### src/rtl/baw_turn_sequencer.sv
// baw_turn_sequencer: debounced button front end and round sequencer for the Black-and-White card game
module baw_turn_sequencer #(
    parameter logic [19:0] DB_CYCLES  = 20'd1_000_000,
    parameter int          MAX_ROUNDS = 9,
    parameter int          WIN_TARGET = 5
) (
    input  logic       clk,
    input  logic       reset,
    input  logic       btn_start,
    input  logic       btn_commit,
    input  logic       btn_abort,
    input  logic [8:0] card_sel,
    input  logic [1:0] match_result,
    output logic [2:0] state,
    output logic       p1_commit,
    output logic       p2_commit,
    output logic [3:0] hand_idx,
    output logic [8:0] p1_used,
    output logic [8:0] p2_used,
    output logic       score_pulse,
    output logic [3:0] round,
    output logic [3:0] p1_wins,
    output logic [3:0] p2_wins,
    output logic       leader,
    output logic       sel_error,
    output logic       game_over,
    output logic [1:0] winner
);
    typedef enum logic [2:0] {
        IDLE = 3'd0, LEAD = 3'd1, FOLLOW = 3'd2, SETTLE = 3'd3,
        RESOLVE = 3'd4, SHOW = 3'd5, DONE = 3'd6
    } state_t;
    localparam logic [3:0] MAX_R = 4'(MAX_ROUNDS);
    localparam logic [3:0] WIN_T = 4'(WIN_TARGET);
    logic [2:0] raw, ev;
    assign raw = {btn_abort, btn_commit, btn_start};
    for (genvar b = 0; b < 3; b++) begin : g_db
        logic        s1_q, s2_q, lvl_q, lvl_p_q;
        logic [19:0] cnt_q;
        // two-flop synchronizer, then accept a new level after DB_CYCLES consecutive differing samples
        always_ff @(posedge clk or posedge reset) begin
            if (reset) begin
                s1_q    <= 1'b0;
                s2_q    <= 1'b0;
                lvl_q   <= 1'b0;
                lvl_p_q <= 1'b0;
                cnt_q   <= '0;
            end else begin
                s1_q    <= raw[b];
                s2_q    <= s1_q;
                lvl_p_q <= lvl_q;
                if (s2_q == lvl_q) cnt_q <= '0;
                else if (cnt_q == DB_CYCLES - 20'd1) begin
                    lvl_q <= s2_q;
                    cnt_q <= '0;
                end else cnt_q <= cnt_q + 20'd1;
            end
        end
        assign ev[b] = lvl_q & ~lvl_p_q;
    end
    logic start_ev, commit_ev, abort_ev;
    assign {abort_ev, commit_ev, start_ev} = ev;
    state_t     state_q, state_d;
    logic [8:0] sel1_q, sel_q, p1u_q, p1u_d, p2u_q, p2u_d;
    logic [3:0] round_q, round_d, p1w_q, p1w_d, p2w_q, p2w_d, hidx_q, hidx_d, idx;
    logic       leader_q, leader_d, err_q, err_d, p1c_q, p1c_d, p2c_q, p2c_d, score_q, score_d;
    logic       actor, sel_ok;
    // one-hot switch position to card value
    always_comb begin
        idx = 4'd0;
        for (int k = 0; k < 9; k++) if (sel_q[k]) idx = 4'(k);
    end
    // actor is the leader in LEAD and the other player in FOLLOW
    assign actor  = (state_q == FOLLOW) ^ leader_q;
    assign sel_ok = $onehot(sel_q) && ~|(sel_q & (actor ? p2u_q : p1u_q));
    // next-state and datapath updates; abort overrides every other event
    always_comb begin
        state_d  = state_q;
        p1u_d    = p1u_q;
        p2u_d    = p2u_q;
        round_d  = round_q;
        p1w_d    = p1w_q;
        p2w_d    = p2w_q;
        leader_d = leader_q;
        err_d    = err_q;
        hidx_d   = hidx_q;
        p1c_d    = 1'b0;
        p2c_d    = 1'b0;
        score_d  = 1'b0;
        if (abort_ev || ((state_q == IDLE || state_q == DONE) && start_ev)) begin
            state_d  = abort_ev ? IDLE : LEAD;
            p1u_d    = '0;
            p2u_d    = '0;
            round_d  = '0;
            p1w_d    = '0;
            p2w_d    = '0;
            leader_d = 1'b0;
            err_d    = 1'b0;
        end else begin
            case (state_q)
                LEAD, FOLLOW: if (commit_ev) begin
                    err_d = ~sel_ok;
                    if (sel_ok) begin
                        hidx_d  = idx;
                        state_d = (state_q == LEAD) ? FOLLOW : SETTLE;
                        p1u_d   = actor ? p1u_q : (p1u_q | sel_q);
                        p2u_d   = actor ? (p2u_q | sel_q) : p2u_q;
                        p1c_d   = ~actor;
                        p2c_d   = actor;
                    end
                end
                SETTLE:  state_d = RESOLVE;
                RESOLVE: begin
                    p1w_d    = p1w_q + {3'd0, match_result == 2'b01 && p1w_q != 4'hF};
                    p2w_d    = p2w_q + {3'd0, match_result == 2'b10 && p2w_q != 4'hF};
                    leader_d = (match_result == 2'b01) ? 1'b0 : (match_result == 2'b10) ? 1'b1 : leader_q;
                    round_d  = round_q + {3'd0, round_q != 4'hF};
                    score_d  = 1'b1;
                    state_d  = SHOW;
                end
                SHOW:    state_d = (p1w_q == WIN_T || p2w_q == WIN_T || round_q == MAX_R) ? DONE : LEAD;
                IDLE, DONE: state_d = state_q;
                default: state_d = IDLE;
            endcase
        end
    end
    // state, game registers and registered strobes
    always_ff @(posedge clk or posedge reset) begin
        if (reset) begin
            state_q  <= IDLE;
            sel1_q   <= '0;
            sel_q    <= '0;
            p1u_q    <= '0;
            p2u_q    <= '0;
            round_q  <= '0;
            p1w_q    <= '0;
            p2w_q    <= '0;
            hidx_q   <= '0;
            leader_q <= 1'b0;
            err_q    <= 1'b0;
            p1c_q    <= 1'b0;
            p2c_q    <= 1'b0;
            score_q  <= 1'b0;
        end else begin
            state_q  <= state_d;
            sel1_q   <= card_sel;
            sel_q    <= sel1_q;
            p1u_q    <= p1u_d;
            p2u_q    <= p2u_d;
            round_q  <= round_d;
            p1w_q    <= p1w_d;
            p2w_q    <= p2w_d;
            hidx_q   <= hidx_d;
            leader_q <= leader_d;
            err_q    <= err_d;
            p1c_q    <= p1c_d;
            p2c_q    <= p2c_d;
            score_q  <= score_d;
        end
    end
    assign state       = state_q;
    assign p1_commit   = p1c_q;
    assign p2_commit   = p2c_q;
    assign hand_idx    = hidx_q;
    assign p1_used     = p1u_q;
    assign p2_used     = p2u_q;
    assign score_pulse = score_q;
    assign round       = round_q;
    assign p1_wins     = p1w_q;
    assign p2_wins     = p2w_q;
    assign leader      = leader_q;
    assign sel_error   = err_q;
    assign game_over   = (state_q == DONE);
    assign winner      = !game_over ? 2'b00 : (p1w_q > p2w_q) ? 2'b01 : (p2w_q > p1w_q) ? 2'b10 : 2'b11;
endmodule

### config.mk
export PLATFORM = sky130hd
export DESIGN_NAME = baw_turn_sequencer
export DESIGN_NICKNAME = d
export VERILOG_FILES = /design/src/rtl/baw_turn_sequencer.sv
export SDC_FILE = /design/constraint.sdc
export NUM_CORES = 1
export LEC_CHECK = 0
export CORE_MARGIN = 10
export CORE_UTILIZATION = 35
export DETAILED_ROUTE_END_ITERATION = 6
export SETUP_SLACK_MARGIN = 0.4
export SLEW_MARGIN = 40
export SYNTH_ARGS = -nofsm -noshare
export SYNTH_HDL_FRONTEND = slang
export SYNTH_SLANG_ARGS = --single-unit
### constraint.sdc
create_clock -name clk -period 4 [get_ports clk]
set_input_delay 0.6 -clock clk [delete_from_list [all_inputs] [get_ports clk]]
set_output_delay 0.6 -clock clk [all_outputs]
set_load 0.01 [all_outputs]
---- After elaboration in Yosys (flattened, before gate mapping) ----
Index checks and enable logic that the tools add are counted.
operators by class
  bitwise gates (word level) .............. 16
  equal/unequal tests ..................... 25
  $lt $le $gt $ge ......................... 2
  $add $sub $neg .......................... 14
  reduce and logical (&&, ||, !) cells .... 28
  muxes and demuxes ....................... 58
operator list
  cell                                                                    number
  20-bit 2-to-1 mux                                                       6
  9-bit 2-to-1 mux                                                        11
  20-bit by 1-bit adder with 20-bit output (second input constant)        3
  20-bit equality test (second input constant)                            3
  4-bit 2-to-1 mux                                                        13
  1-bit 2-to-1 mux                                                        21
  9-bit OR                                                                2
  4-bit by 1-bit adder with 4-bit output                                  4
  3-bit case mux with 5 select lines                                      1
  3-bit 2-to-1 mux                                                        4
  4-bit inequality test (second input constant)                           3
  4-bit AND reduction                                                     3
  2-bit AND reduction                                                     5
  2-bit nonzero test                                                      5
  9-bit bitwise AND                                                       1
  3-bit equality test (second input constant)                             3
  1-bit inverter                                                          9
  9-bit OR reduction                                                      1
  1-bit by 1-bit adder with 2-bit output                                  4
  4-bit by 3-bit equality test with 1-bit output (second input constant)  2
  4-bit > comparator                                                      2
  2-bit by 2-bit adder with 3-bit output                                  2
  3-bit by 2-bit equality test with 1-bit output (second input constant)  2
  3-bit inequality test (second input constant)                           2
  19 further kinds                                                        31
storage, ports and cells
  bits of input ports ..................... 16
  word-level logic and storage cells ...... 172
  flip-flop bits (word level) ............. 132
  output and inout port bits .............. 45

---- Depth between registers and ports, before layout ----
  depth in word-level cells ............... 11
  mapped depth ............................ 13
  depth with buffers taken out ............ 13

---- Worst setup path after synthesis ----
No wires, ideal clock.
  path kind ............................... flip-flop to flip-flop
  start point ............................. reg sel_q[1]
  end point ............................... reg hidx_q[0], in the netlist hand_idx[0]
  stages on the path, launching flop included .. 14
  path buffers ............................ 0
  arrival ................................. 3,784 ps
  clock period less this slack ............ 3,909 ps
  slack ................................... 91 ps
  cell sequence ........................... dfrtp_1 > inv_1 > fa_1 > fa_1 > fa_1 > inv_1 > fa_1 > inv_1 > fa_1 > a2111oi_0 > o211ai_1 > nor3_1 > nand4_2 > mux2_2
on the way
  word-level cells in the longest chain between the ends .. 8
RTL lines
  what                                                                                            line  source
  start, declared                                                                                 64    logic [8:0] sel1_q, sel_q, p1u_q, p1u_d, p2u_q, p2u_d;
  start signal, assigned                                                                          147   sel_q <= sel1_q;
  parallel branches: the longest is 8 deep, another holds 3-bit by 3-bit adder with 4-bit output  --
  end signal, assigned                                                                            153   hidx_q <= hidx_d;
  end, declared                                                                                   65    logic [3:0] round_q, round_d, p1w_q, p1w_d, p2w_q, p2w_d, hidx_q, hidx_d, idx;
Parallel ways; which one is timed is not known.
A chain may end at the register's enable or synchronous reset.

---- Worst setup path in the final report ----
Ends and elaborated chain as after synthesis.

==> out/qor.txt <==
clock buffer depth: 2
FF-to-FF Start: sel_q[1]
Detailed Route WL: 14000 um
Synth cell types: 55
Post-synth EDFFs: 0
count of final setup violators: 0
Clock Skew: 0.00691 ns
ys async rst share: 1.00
filler cell count: 1625
Hold Crit Start: g_db[2].s1_q
slowest stage delay, CP: 0.55 ns
FF-to-FF End: hand_idx[0]
met1 WL: 6450 um
H-Tree Depth: 4
DRT Pass-1 Iters: 7
antenna violations before repair: 0
Die Span Y: 154 um
critical path class: flop to flop
leading area contributor after synthesis: dfrtp_1
total core area: 17400 um2
top area cells in the synthesized netlist: dfrtp_1 (53%), nor2_1 (5.6%), xor2_1 (5.2%)
Clock Power Share: 0.494
Final Cycle Share: 0.963
worst rel slew slack: 0.495
share of the synthesized area in the top cell type: 0.529
commonest cells in the netlist: dfrtp_1 (132), nor2_1 (93), nand2_1 (68)
CP startpoint kind: flop
gr usage total: 0.121
worst-path maximum fanout: 5
WP data arrival: 4.15 ns
Post-Synthesis Cell Area: 6240 um2
final HPWL from detailed placement: 9710 um
drt drc: 3
switching share of power: 0.230
fmax: 0.260 GHz
Final Worst Setup Slack: 0.148 ns
Area Overhead vs Synth: 26.8%
Finished Core Util: 0.456
DP Worst Slack: 0.0527 ns
vias per cell: 5.01
Static Leak: 0.00348 uW
Iteration-0 DRC Markers: 216
failing checks: design-rule violations
Main synth FF type: dfrtp_1
Hold EP: g_db[2].s2_q
Critical Path End Type: flop
routed wl met3: 685 um
flop2flop setup slack: 0.15 ns
net switching power: 709 uW
Die ar.: 23600 um2
post-synthesis sequential area ratio: 0.529
drt wl/cell: 15.0 um
most frequent CP cell: fa_1
multi-input logic area: 2840 um2
post-synthesis area per instance: 10.2 um2
top sig layer: met4
clk root buf: clkbuf_16
type of the tightest min-delay check: flop to flop
unrepaired setup endpoints after global routing: yes
routability cong.: 0.822
clk slew on worst S/H paths: 0.06 ns
total CTS buffers: 17
Int Power: 2380 uW
CTS hold repair buffers: 0
largest net degree at the start of global routing: 70
DP Area: 7150 um2
row count: 48
port bufs: 60
Power, Total: 3090 uW
Tmin final: 3.85 ns
reg2reg path depth: 13
yosys warns: 0
design area: 7910 um2
I/O pin count: 61
fin nets: 729
vias in the first global route: 4819
FF+latch count, synth: 132
share of cells above drive strength 1: 0.120
Flop pwr share: 0.445
Chip Width: 154 um
status: finished with violations
count leader, synth: dfrtp_1
Ant. Diodes: 0
Max IR drop VDD: 318 uV
Gate power share: 0.061
Vias: 4668
clock sinks: 132
met2 WL: 6630 um
max-slew violation count: 0
power per cell area: 390 nW/um2
critical-path cell list: inv_2, fa_1, fa_1, fa_1, inv_1, fa_2, inv_2, fa_2, a2111oi_4, o211ai_1, nor3_2, nand4_4, mux2_4
first-pass GRT wire length: 23900 um
final hold vios: 0
Crit-path slowest cell: fa_1
ANT nets after route: 0
Hold Path Depth: 0
Min Hold Slack: 0.346 ns
number of max-cap violations: 0
Synthesized Nets: 649
Clock Latency Late Sink: 0.42 ns
Initial Util: 0.359
Reg area: 3300 um2
TritonCTS clock tree: yes
Worst Max-Slew Pin Slew: 0.758 ns
GR Overflow Total: 0
CP required: 4.30 ns
synthesized netlist cell count: 613
[metal layers]
layer  vias up  track usage
met2       105        0.191
li1       2250            -
met3        19       0.0410
met5         -            0
met1      2294        0.152
met4         0       0.0414
[cells in the final DEF (no fill, tap or decap), drive strengths merged, types with 2 or more instances in the layout]
cell,synthesis,layout
buf,3,18
and4,6,6
nor4b,3,3
nor2b,5,5
inv,29,30
a22oi,7,7
ha,15,15
and3b,2,2
nor3,10,10
clkdlybuf4s50,0,60
nand2b,5,5
nand2,68,68
mux2,9,9
mux2i,5,5
fa,5,5
nor4,11,11
o21a,2,2
clkinvlp,0,5
clkinv,0,3
and2,4,4
nor2,93,93
nor4bb,4,4
or2,3,3
clkbuf,14,22
o21ai,28,28
xnor2,28,28
xor2,37,37
a21oi,16,16
a221oi,2,2
dfrtp,132,132
nand3,27,27
o21bai,2,2
nand4,16,16
and3,5,5
[state kept, by name, indices dropped and copies added (netlist names)]
| name | count |
|---|---|
| g_db.cnt_q | 60 |
| g_db.lvl_p_q | 3 |
| g_db.lvl_q | 3 |
| g_db.s1_q | 3 |
| g_db.s2_q | 3 |
| hand_idx | 4 |
| leader | 1 |
| p1_commit | 1 |
| p1_used | 9 |
| p1_wins | 4 |
| p2_commit | 1 |
| p2_used | 9 |
| p2_wins | 4 |
| round | 4 |
| score_pulse | 1 |
| sel1_q | 9 |
| sel_error | 1 |
| sel_q | 9 |
| state | 3 |
[power by group through the flow]
stage	logic [uW]	clock network [uW]	registers [uW]
final	188	1530	1370
after global routing	213	1620	1380
after CTS	173	1560	1370
after detailed placement	152	0	1400
after global placement	144	0	1400
after floorplan	103	0	1390
[area by class of cell]
cell class / instances / share of cell area
flip-flops and latches: 132 / 0.418
well taps: 225 / 0.0356
clock buffers: 22 / 0.0625
clock inverters: 10 / 0.0122
inverters: 29 / 0.0142
multi-input cells: 435 / 0.358
repair buffers: 78 / 0.0995
[cells by family (layout without fill, tap and decap cells)]
logic type      Yosys count  after routing  share of synthesized area
simple gates            269            269                      0.211
flops                   132            132                      0.529
compound gates           67             67                     0.0658
xor+xnor                 65             65                     0.0943
buf+inv                  46            139                     0.0291
fa+ha+maj                20             20                     0.0461
mux                      14             14                     0.0243
[worst max-delay path, delay by kind of cell (launching register included)]
kind | cells | cell delay [ns]
flip-flops | 1 | 0.37
buffers and inverters | 3 | 0.19
AND/OR/NAND/NOR | 2 | 0.45
AO/OA/AOI/OAI | 2 | 0.41
adder cells (fa/ha/maj) | 5 | 2.00
multiplexers | 1 | 0.33
[through the flow]
| stage | cells | TNS (ns) |
|---|---|---|
| 2_1_floorplan | 613 | 0 |
| 3_3_place_gp | 889 | 0 |
| 3_5_place_dp | 889 | 0 |
| 4_1_cts | 927 | 0 |
| 5_1_grt | 931 | -1.01 |
| 6_report | 931 | 0 |
[repair_timing]
action | CTS | global route
buffers inserted | 5 | 3
gates cloned | 1 | 0
pin swaps | 8 | 7
resized for setup | 10 | 8
setup endpoints to repair | 26 | 27
[worst max path at each step]
stage,startpoint,to,depth (start not counted)
2_1_floorplan,sel_q[1],hand_idx[0],13
3_3_place_gp,sel_q[0],hand_idx[0],13
3_5_place_dp,sel_q[0],hand_idx[0],13
4_1_cts,sel_q[1],hand_idx[0],13
5_1_grt,sel_q[1],state[0],15
6_report,sel_q[1],hand_idx[0],13
Power figures use the tool's default switching activity.
